==> src/rtl/unified_mem_arbiter.sv <==
// -----------------------------------------------------------------------------
// unified_mem_arbiter
//
// Purpose:
//   Shares one single-port synchronous memory between the instruction-fetch
//   port (i_*) and the load/store data port (d_*). Data accesses win
//   contention, but a streak counter caps consecutive data grants while a
//   fetch is waiting, so fetch always makes progress. Read data returns one
//   cycle after the grant and is steered to the port that owns it.
//
// Handshake (both ports): a requester holds req/addr/we/wdata stable until it
//   samples gnt=1 at a rising clk edge. gnt is combinational in the same
//   cycle, and at most one gnt is high per cycle. A granted read is answered
//   by rvalid=1 with rdata in the following cycle; granted writes return no
//   rvalid.
//
// Ports:
//   clk, reset              clock (rising edge), async active-low reset
//   i_req/i_addr            fetch request and byte address
//   i_gnt/i_rvalid/i_rdata  fetch accept, fetch data valid, fetch data
//   d_req/d_we/d_addr/d_wdata  data request, write enable, address, write data
//   d_gnt/d_rvalid/d_rdata  data accept, load data valid, load data
//   mem_en/mem_we/mem_addr/mem_wdata  memory access towards the RAM
//   mem_rdata               RAM read data, valid one cycle after a read
//   stat_i_grants/stat_d_grants/stat_conflicts  (ARB_STATS_EN only)
//                           wrapping 32-bit grant and contention counters
//
// Configuration:
//   ARB_STATS_EN  define to add the three statistics counters and ports.
// -----------------------------------------------------------------------------
module unified_mem_arbiter #(
    parameter int ADDR_W       = 32,
    parameter int DATA_W       = 32,
    parameter int MAX_D_STREAK = 4
) (
    input  logic              clk,
    input  logic              reset,
    input  logic              i_req,
    input  logic [ADDR_W-1:0] i_addr,
    output logic              i_gnt,
    output logic              i_rvalid,
    output logic [DATA_W-1:0] i_rdata,
    input  logic              d_req,
    input  logic              d_we,
    input  logic [ADDR_W-1:0] d_addr,
    input  logic [DATA_W-1:0] d_wdata,
    output logic              d_gnt,
    output logic              d_rvalid,
    output logic [DATA_W-1:0] d_rdata,
    output logic              mem_en,
    output logic              mem_we,
    output logic [ADDR_W-1:0] mem_addr,
    output logic [DATA_W-1:0] mem_wdata,
    input  logic [DATA_W-1:0] mem_rdata
`ifdef ARB_STATS_EN
    ,
    output logic [31:0]       stat_i_grants,
    output logic [31:0]       stat_d_grants,
    output logic [31:0]       stat_conflicts
`endif
);

    localparam int SW = $clog2(MAX_D_STREAK + 1);
    localparam logic [SW-1:0] STREAK_MAX = SW'(MAX_D_STREAK);

    logic [SW-1:0] r_streak;
    logic          r_rvalid;
    logic          r_rvalid_owner;   // 1 = returning data belongs to data port
    logic          w_streak_full;
    logic          w_i_gnt;
    logic          w_d_gnt;

    assign w_streak_full = (r_streak == STREAK_MAX);

    // Grants are gated by reset so nothing reaches the memory while reset is
    // held, even though the request inputs may still be active.
    assign w_d_gnt = reset & d_req & (~i_req | ~w_streak_full);
    assign w_i_gnt = reset & i_req & ~w_d_gnt;

    assign i_gnt = w_i_gnt;
    assign d_gnt = w_d_gnt;

    always_comb begin
        mem_en    = 1'b0;
        mem_we    = 1'b0;
        mem_addr  = '0;
        mem_wdata = '0;
        if (w_d_gnt) begin
            mem_en    = 1'b1;
            mem_we    = d_we;
            mem_addr  = d_addr;
            mem_wdata = d_wdata;
        end else if (w_i_gnt) begin
            mem_en    = 1'b1;
            mem_addr  = i_addr;
        end
    end

    // Streak only counts data grants that actually delayed a pending fetch;
    // any cycle without a fetch request wipes the history.
    always_ff @(posedge clk or negedge reset) begin
        if (!reset) begin
            r_streak <= '0;
        end else if (!i_req || w_i_gnt) begin
            r_streak <= '0;
        end else if (w_d_gnt && !w_streak_full) begin
            r_streak <= r_streak + SW'(1);
        end
    end

    // One grant per cycle means one response slot is enough; the owner bit
    // steers it to the right port.
    always_ff @(posedge clk or negedge reset) begin
        if (!reset) begin
            r_rvalid       <= 1'b0;
            r_rvalid_owner <= 1'b0;
        end else begin
            r_rvalid       <= w_i_gnt | (w_d_gnt & ~d_we);
            r_rvalid_owner <= w_d_gnt;
        end
    end

    assign i_rvalid = r_rvalid & ~r_rvalid_owner;
    assign d_rvalid = r_rvalid &  r_rvalid_owner;
    assign i_rdata  = i_rvalid ? mem_rdata : '0;
    assign d_rdata  = d_rvalid ? mem_rdata : '0;

`ifdef ARB_STATS_EN
    logic [31:0] r_stat_i_grants;
    logic [31:0] r_stat_d_grants;
    logic [31:0] r_stat_conflicts;

    always_ff @(posedge clk or negedge reset) begin
        if (!reset) begin
            r_stat_i_grants  <= '0;
            r_stat_d_grants  <= '0;
            r_stat_conflicts <= '0;
        end else begin
            if (w_i_gnt)       r_stat_i_grants  <= r_stat_i_grants + 32'd1;
            if (w_d_gnt)       r_stat_d_grants  <= r_stat_d_grants + 32'd1;
            if (i_req & d_req) r_stat_conflicts <= r_stat_conflicts + 32'd1;
        end
    end

    assign stat_i_grants  = r_stat_i_grants;
    assign stat_d_grants  = r_stat_d_grants;
    assign stat_conflicts = r_stat_conflicts;
`endif

endmodule

==> config.mk <==
export PLATFORM = sky130hd
export DESIGN_NAME = unified_mem_arbiter
export DESIGN_NICKNAME = d
export VERILOG_FILES = /design/src/rtl/unified_mem_arbiter.sv
export SDC_FILE = /design/constraint.sdc
export NUM_CORES = 1
export LEC_CHECK = 0
export ABC_AREA = 1
export CAP_MARGIN = 40
export CORE_AREA = 5 5 100 102
export DETAILED_ROUTE_END_ITERATION = 10
export DIE_AREA = 0 0 105 107
export PLACE_DENSITY_LB_ADDON = 0.25
export SETUP_SLACK_MARGIN = 0.1
export SLEW_MARGIN = 20
export SYNTH_ARGS = -nofsm -noshare
export SYNTH_HDL_FRONTEND = slang
export SYNTH_SLANG_ARGS = --single-unit
==> constraint.sdc <==
create_clock -name clk -period 1.9 [get_ports clk]
set_input_delay 0.285 -clock clk [delete_from_list [all_inputs] [get_ports clk]]
set_output_delay 0.285 -clock clk [all_outputs]
set_load 0.01 [all_outputs]
# Word-level counts from Yosys, hierarchy flattened
# Cells that the tools add are included.
# W data, S select, Z words.
word_totals:
  reg_bits: 5
  in_bits: 133
  output_inout_bits: 134
  wordCells: 34
op_classes:
  n_addsub: 1
  eq_ne: 1
  mux: 10
  bitwise_logic: 14
  n_reduce_logical: 5
op_table:
  columns: ["cell", "n"]
  rows:
  - ["$mux W32", 5]
  - ["$and A1 B1 Y1", 7]
  - ["$mux W3", 2]
  - ["$not A1 Y1", 5]
  - ["$add A3 B1 Y3 const B", 1]
  - ["$eq A3 B3 Y1 const B", 1]
  - ["$mux W1", 3]
  - ["$logic_not A1 Y1", 2]
  - ["$or A1 B1 Y1", 2]
  - ["$reduce_bool A2 Y1", 1]
  - ["$logic_and A1 B1 Y1", 1]
  - ["$logic_or A1 B1 Y1", 1]

# Longest topological paths before layout
# Gate-level depths: netlist of the first run.
depth:
  word_depth: 8
  ltp_mapped: 8
  mapped_depth_nobuf: 7

# Worst setup path before layout of the first run
# OpenSTA, ideal clock, no wires.
synth_path:
  path_kind: "register -> output"
  startpoint: "register r_streak[0]"
  endpoint: "output port mem_wdata[10]"
  arrival_ps: 1179
  required_time_ps: 1615
  slack_ps: 436
  stages_incl_launch_ff: 8
  path_buffers: 2
  path_cell_list: "dfrtp_1 > inv_1 > ha_1 > nand3_2 > nand2_2 > buf_6 > buf_6 > nor2_1"
synth_via:
  elab_chain_len: 5
synth_lines:
  columns: ["element", "line_no", "text"]
  rows:
  - ["start, declared", "66", "logic [SW-1:0] r_streak;"]
  - ["start signal, assigned", "107", "r_streak <= r_streak + SW'(1);"]
  - ["$eq A3 B3 Y1", "73", "assign w_streak_full = (r_streak == STREAK_MAX);"]
  - ["$not A1 Y1", "77", "assign w_d_gnt = reset & d_req & (~i_req | ~w_streak_full);"]
  - ["$or A1 B1 Y1", "77", null]
  - ["$and A1 B1 Y1", "77", null]
  - ["$mux W32", "88", "if (w_d_gnt) begin"]
  - ["end, declared", "53", "output logic [DATA_W-1:0] mem_wdata,"]
# Every way passes these cells.

# Worst setup path after layout of the first run
layout_path:
  startpoint: "register r_streak[0]"
  endpoint: "output port mem_addr[23]"
layout_via:
  elab_chain_len: 8
layout_lines:
  columns: ["element", "line_no", "text"]
  rows:
  - ["$eq A3 B3 Y1 *", "73", null]
  - ["$not A1 Y1 *", "77", null]
  - ["$or A1 B1 Y1 *", "77", null]
  - ["$and A1 B1 Y1 *", "77", null]
  - ["$not A1 Y1", "78", "assign w_i_gnt = reset & i_req & ~w_d_gnt;"]
  - ["$and A1 B1 Y1", "78", null]
  - ["$mux W32", "93", "end else if (w_i_gnt) begin"]
  - ["$mux W32 *", "88", null]
  - ["end, declared", "52", "output logic [ADDR_W-1:0] mem_addr,"]
# Mark *: on every way between the ends. The rest lies on a longest branch, timed or not.

==> run_results.csv, run 1 <==
group,metric,value,unit
sta,worst_slack,-0.02590,ns
detailed_routing,ant_nets,0,
logic_synthesis,synth_flop_cell,"dfrtp_1",
die,die_area,11240,um^2
logic_synthesis,synth_top_area_share,25.80,%
critical_path,worst-path-max-fanout,6,
critical_path,cp-end-kind,"primary output",
logic_synthesis,ys_warn_count,0,
sta,skew,0.007091,ns
power_and_ir_drop,pwr-share-clk,15.8,%
sta,post-route-period-util,101.4,%
power_and_ir_drop,powerDensity,258.9,nW/um^2
power_and_ir_drop,p_int,816.8,uW
power_and_ir_drop,leakage,2.980,nW
global_route,grt_pass1_wl,14.52,mm
sta,fmax,0.5192,GHz
clock_network,cts-buffers-inserted,3,
global_route,grt_pass1_vias,3011,
sta,min_period,1.926,ns
logic_synthesis,synth_most_common_cell,"nor2_1",
die,dieHeight,107,um
final_layout,diodes,0,
logic_synthesis,muxShareOfSynthArea,0,%
power_and_ir_drop,p_sw,454.4,uW
clock_network,clock_latency,0.23,ns
critical_path,arrival,1.64,ns
logic_synthesis,ys_seq_area_share,8.688,%
critical_path,crit_top_cell,"buf_6",
logic_synthesis,synth_edf_count,0,
power_and_ir_drop,total_power,1.271,mW
detailed_routing,drc,0,
logic_synthesis,postSynthAreaPerCell,4.572,um^2
job,cap_viol_max_count,0,
die,core-area,9021,um^2
logic_synthesis,syn_inst,315,
place,dp.cells,690,
critical_path,startpoint_type,"flop",
critical_path,crit_chain,"inv_2, ha_4, nand3_4, nand2_8, buf_12, buf_6, buf_6, nand3_2, nand2_1, buf_2",
final_layout,syn_to_final_growth,240.9,%
die,start_util,15.96,%
clock_network,root_buffer,"clkbuf_8",
sta,rsz0062_at_grt,"true",
critical_path,slowest_stage,"dfrtp_1",
critical_path,slowest_delay,0.38,ns
place,place_hpwl,7.687,mm
run_status,outcome,"finished with violations",
logic_synthesis,synth_xor_xnor_area_share,0,%
final_layout,final_util,54.42,%
run_status,violations,"negative setup slack",
critical_path,reg2reg_from,"r_streak[0]$_DFFE_PN0P_",
global_route,grt_overflow,0,
logic_synthesis,synth_top_area_cell,"nor2_1",
clock_network,path_clk_slew,0.04,ns
place,port_buffers,266,
detailed_routing,vias,2976,
detailed_routing,drt-vias-per-instance,4.145,
critical_path,r2r_cells,11,
critical_path,rrSetupSlack,0.36,ns
final_layout,drive_gt1_share,29.16,%
final_layout,layout.nets,743,
logic_synthesis,synth_cell_types,14,
die,ios,267,
logic_synthesis,ys_async_sr_fraction,100.0,%
sta,setup_viol,9,
sta,maxSlewViolCount,0,
place,gp_congestion,0.7780,
detailed_routing,drt_iter0_drc,77,
detailed_routing,wl_per_cell,14.14,um
clock_network,cts_max_path_buffers,2,
logic_synthesis,synthSimpleGateAreaFrac,58.56,%
power_and_ir_drop,p_seq_share,9.0,%
final_layout,fin_cells,718,
logic_synthesis,synth_compound_area_share,1.043,%
clock_network,cts_sinks,5,
logic_synthesis,synth_common_cells,"nor2_1, inv_1, nand2_1",
logic_synthesis,synthAdderAreaFrac,1.738,%
die,num_rows,35,
sta,holdWs,0.1577,ns
critical_path,critPathKind,"reg -> out",
detailed_routing,drtPass1Iterations,4,
power_and_ir_drop,combPwrFrac,75.1,%
logic_synthesis,synthTopCellsByArea,"nor2_1, inv_1, nand2_1",
logic_synthesis,synth_seq_cells,5,
power_and_ir_drop,peakVddDrop,0.0001902,V
logic_synthesis,synth_top_family_by_area,"simple AND/OR/NAND/NOR gates",
global_route,grt_antenna_before_repair,0,
sta,relSlewSlack,86.76,%
clock_network,cts_tree,"done",
die,die_w,105,um
logic_synthesis,synth_nets,450,
power_and_ir_drop,switching_share,35.75,%
clock_network,cts-htree-levels,1,
critical_path,required,1.62,ns
final_layout,fin_area,4910,um^2
place,dpl_cell_area,4273,um^2
detailed_routing,drt-total-wl,10.15,mm
global_route,track_usage,15.47,%
sta,tightest_slew,0.1985,ns
worst_hold_path,hp-class,"in -> async",
critical_path,r2r-end,"r_streak[2]$_DFFE_PN0P_",
global_route,grt_max_degree,34,
sta,hold_viol,0,
logic_synthesis,synth_area,1440,um^2
## per-stage QoR
stage | setup TNS, ns | setup WS [ns]
finish | -0.1420 | -0.02590
floorplan | 0 | 0.4357
detailed placement | -20.72 | -0.3858
global route | -1.662 | -0.1083
global placement | -20.67 | -0.3742
CTS | -0.2243 | -0.03719
## critical path, delay by kind of cell (launching register included)
kind	cells	cell delay, ns
DFF	1	0.38
and+or+nand+nor	4	0.35
buffers and inverters	5	0.54
adders and majority gates	1	0.15
## layer usage
layer  wire length, um  part of all wire, %  vias to the layer above  track usage (%)
met1              3498                   34                     1325            15.22
met3               844                  8.3                        6            4.214
met2              5743                   57                      161            32.28
met4                66                 0.65                        0            2.009
li1                  -                    -                     1484                -
met5                 0                    0                        -                0
## worst max path at each step
stage	end	from	depth (start not counted)
after floorplan	mem_wdata[10]	r_streak[0]$_DFFE_PN0P_	7
after global placement	mem_addr[4]	i_req	7
after detailed placement	mem_addr[4]	i_req	7
after CTS	mem_addr[0]	r_streak[1]$_DFFE_PN0P_	10
after global routing	mem_addr[23]	r_streak[0]$_DFFE_PN0P_	10
final	mem_addr[23]	r_streak[0]$_DFFE_PN0P_	10
## cells in the final DEF, fill, tap and decap left out, drive strengths merged, types with 2 or more instances in the layout
master and n:
clkdlybuf4s50 132, dlygate4sd2 51, nand3 34, nor2 99
ha 2, dfrtp 5, nand2 75, buf 105
dlymetal6s2s 16, nand4 2, inv 76, clkbuf 6
o21ai 3
## sequential cells by signal, summed over array words and instances (netlist names)
signal          flops
r_streak            3
r_rvalid_owner      1
r_rvalid            1
## final cells by class
type,instances,area (um^2)
clock buffer,4,45.04
fill,889,4111
inverter,76,292.8
multi-input combinational,215,1227
sequential,5,125.1
tap,111,138.9
timing repair buffer,307,3080
## kinds of logic after synthesis
family,count (synthesis)
and+or+nand+nor,210
DFF,5
adders and majority gates,2
buffers and inverters,95
AOI/OAI and AO/OA,3
## power groups by stage
stage	clock network (mW)	registers, mW	logic, mW
after floorplan	0	0.115	0.265
after global placement	0	0.115	0.844
after detailed placement	0	0.116	0.852
after CTS	0.205	0.115	0.880
after global routing	0.210	0.115	1.03
final	0.201	0.115	0.955
## what timing repair did
item	4_1_cts	5_1_grt
gates resized for setup	381	100
endpoints found under the setup margin	133	84
pin swaps	21	14
hold buffers	0	0
setup buffers	14	3
cloned	7	1
Power figures use the tool's default switching activity.
==> inputs of run 2 (changes only) <==
Settings changed: PLACE_DENSITY set to 0.67, PLACE_DENSITY_LB_ADDON 0.25 to unset.
Clock period 1.9 ns to 2.35 ns, I/O delays scaled along.
==> run_results.csv, run 2 (same netlist as run 1, synthesis figures left out) <==
group,metric,value,unit
run_status,outcome,"finished, final reports clean",
sta,hold_viol,0,
global_route,grt_pass1_wl,13.50,mm
final_layout,final_util,47.52,%
power_and_ir_drop,powerDensity,208.5,nW/um^2
clock_network,cts-htree-levels,1,
sta,min_period,2.203,ns
die,dieHeight,107,um
die,start_util,15.96,%
global_route,grt_pass1_vias,2786,
detailed_routing,drtPass1Iterations,4,
detailed_routing,ant_nets,0,
sta,tightest_slew,0.3195,ns
global_route,grt_max_degree,38,
detailed_routing,drc,0,
die,num_rows,35,
final_layout,fin_cells,696,
clock_network,hold_buffers,0,
final_layout,final_common_cell,"clkdlybuf4s50_1",
power_and_ir_drop,leakage,2.387,nW
final_layout,diodes,0,
sta,setup_tns,0,ns
detailed_routing,drt-vias-per-instance,4.007,
detailed_routing,wl_per_cell,13.05,um
final_layout,nFillCells,935,
final_layout,drive_gt1_share,4.786,%
critical_path,cp-end-kind,"primary output",
critical_path,critPathKind,"in -> out",
final_layout,top_register,"r_streak",
global_route,grt_overflow,0,
sta,relSlewSlack,78.70,%
sta,fmax,0.4540,GHz
clock_network,path_clk_slew,0.04,ns
sta,skew,0.002995,ns
power_and_ir_drop,total_power,893.8,uW
clock_network,cts_sinks,5,
detailed_routing,drt-total-wl,9.083,mm
clock_network,cts_max_path_buffers,2,
die,core-area,9021,um^2
job,cap_viol_max_count,0,
sta,maxSlewViolCount,0,
place,port_buffers,266,
clock_network,cts-buffers-inserted,3,
final_layout,layout.cells.most_common_list,"clkdlybuf4s50_1, nor2_1, inv_1, nand2_1, dlygate4sd2_1",
sta,holdWs,0.5516,ns
sta,setup_viol,0,
die,die_w,105,um
final_layout,syn_to_final_growth,197.7,%
clock_network,root_buffer,"clkbuf_8",
die,die_area,11240,um^2
place,dp.cells,689,
clock_network,cts_tree,"done",
critical_path,rrSetupSlack,0.94,ns
clock_network,clock_latency,0.22,ns
detailed_routing,drt_iter0_drc,96,
place,place_hpwl,7.838,mm
global_route,track_usage,14.49,%
place,gp_congestion,0.8594,
critical_path,required,2.00,ns
global_route,grt_antenna_before_repair,0,
final_layout,top_regs,"r_streak: 3 flops, r_rvalid: 1 flops, r_rvalid_owner: 1 flops",
final_layout,largest_reg_flops,3,
worst_hold_path,hp-class,"in -> async",
critical_path,worst-path-max-fanout,23,
detailed_routing,vias,2789,
critical_path,arrival,1.85,ns
sta,post-route-period-util,93.73,%
critical_path,startpoint_type,"input pin",
final_layout,layout.nets,721,
die,ios,267,
sta,rsz0062_at_grt,"true",
power_and_ir_drop,peakVddDrop,0.0001128,V
-- run 2: cell count changes in the layout (fill, tap and decap cells not counted), moves of 6 or more --
cell and change:
clkdlybuf4s50_1 +66, buf_2 -39, buf_6 -32, nand3_1 +25, nor2_1 +25, nand3_2 -23, nor2_4 -18, dlymetal6s2s_1 -14
dlygate4sd2_1 +13, nand2_1 +7, nor2_2 -7, nand2_2 -6
-- run 2: metal layers --
layer | wire length [um] | GRT usage [%] | part of all wire [%] | vias up
met4 | 97 | 2.831 | 1.1 | 0
met3 | 981 | 5.418 | 11 | 8
met5 | 0 | 0 | 0 | -
met2 | 4813 | 29.14 | 53 | 159
li1 | - | - | - | 1435
met1 | 3191 | 13.88 | 35 | 1187
-- run 2: worst max-delay path: stages --
cell and delay [ns]:
clkdlybuf4s50_1 0.49, nand2_1 0.08, inv_2 0.08, nand2_4 0.06, buf_4 0.13, inv_2 0.07
buf_12 0.16, nand2_1 0.06, nand2_1 0.09, clkdlybuf4s15_1 0.25
-- run 2: timing repair --
| action | in CTS | in global routing |
|---|---|---|
| endpoints found under the setup margin | 67 | 1 |
| pin swaps | 0 | 2 |
| cloned | 0 | 1 |
| gates resized for setup | 70 | 7 |
| setup buffers | 0 | 2 |
| endpoints found under the hold margin | 0 | 0 |
-- run 2: power breakdown --
group / switching [mW] / internal [mW]
Combinational: 0.256 / 0.391
Sequential: 0.00206 / 0.0904
Clock: 0.0382 / 0.116
Total: 0.296 / 0.597
-- run 2: stage by stage --
stage | setup slack [ns] | instance area, um^2
final | 0.1472 | 4287
after detailed placement | -0.1329 | 4253
after global routing | 0.05445 | 4287
after floorplan | 0.8182 | 1440
after global placement | -0.1292 | 4253
after CTS | -0.06006 | 4228
-- run 2: layout make-up --
type / count / area [um^2] / share of cell area (%)
Timing Repair Buffer: 285 / 2801 / 65.35
Multi-Input combinational cell: 215 / 890.9 / 20.78
Tap cell: 111 / 138.9 / 3.240
Inverter: 76 / 285.3 / 6.655
Sequential cell: 5 / 125.1 / 2.919
Clock buffer: 4 / 45.04 / 1.051
-- run 2: final timing paths --
path | start | to | cells after the start
worst min register to register | r_streak[1]$_DFFE_PN0P_ | r_streak[1]$_DFFE_PN0P_ | 2
worst min-delay path | reset | r_rvalid_owner$_DFF_PN0_ | 3
worst max register to register | r_streak[0]$_DFFE_PN0P_ | r_streak[2]$_DFFE_PN0P_ | 9
max in group asynchronous | reset | r_streak[2]$_DFFE_PN0P_ | 3
worst max-delay path | reset | mem_addr[12] | 10
min in group clk | i_req | r_streak[2]$_DFFE_PN0P_ | 4
==> inputs of run 3 (changes only) <==
Settings changed: ABC_CLOCK_PERIOD_IN_PS set to 2350, CAP_MARGIN 40 to 5.
==> results of run 3 <==
No change in the layout: final DEF, timing and power equal those of run 2.
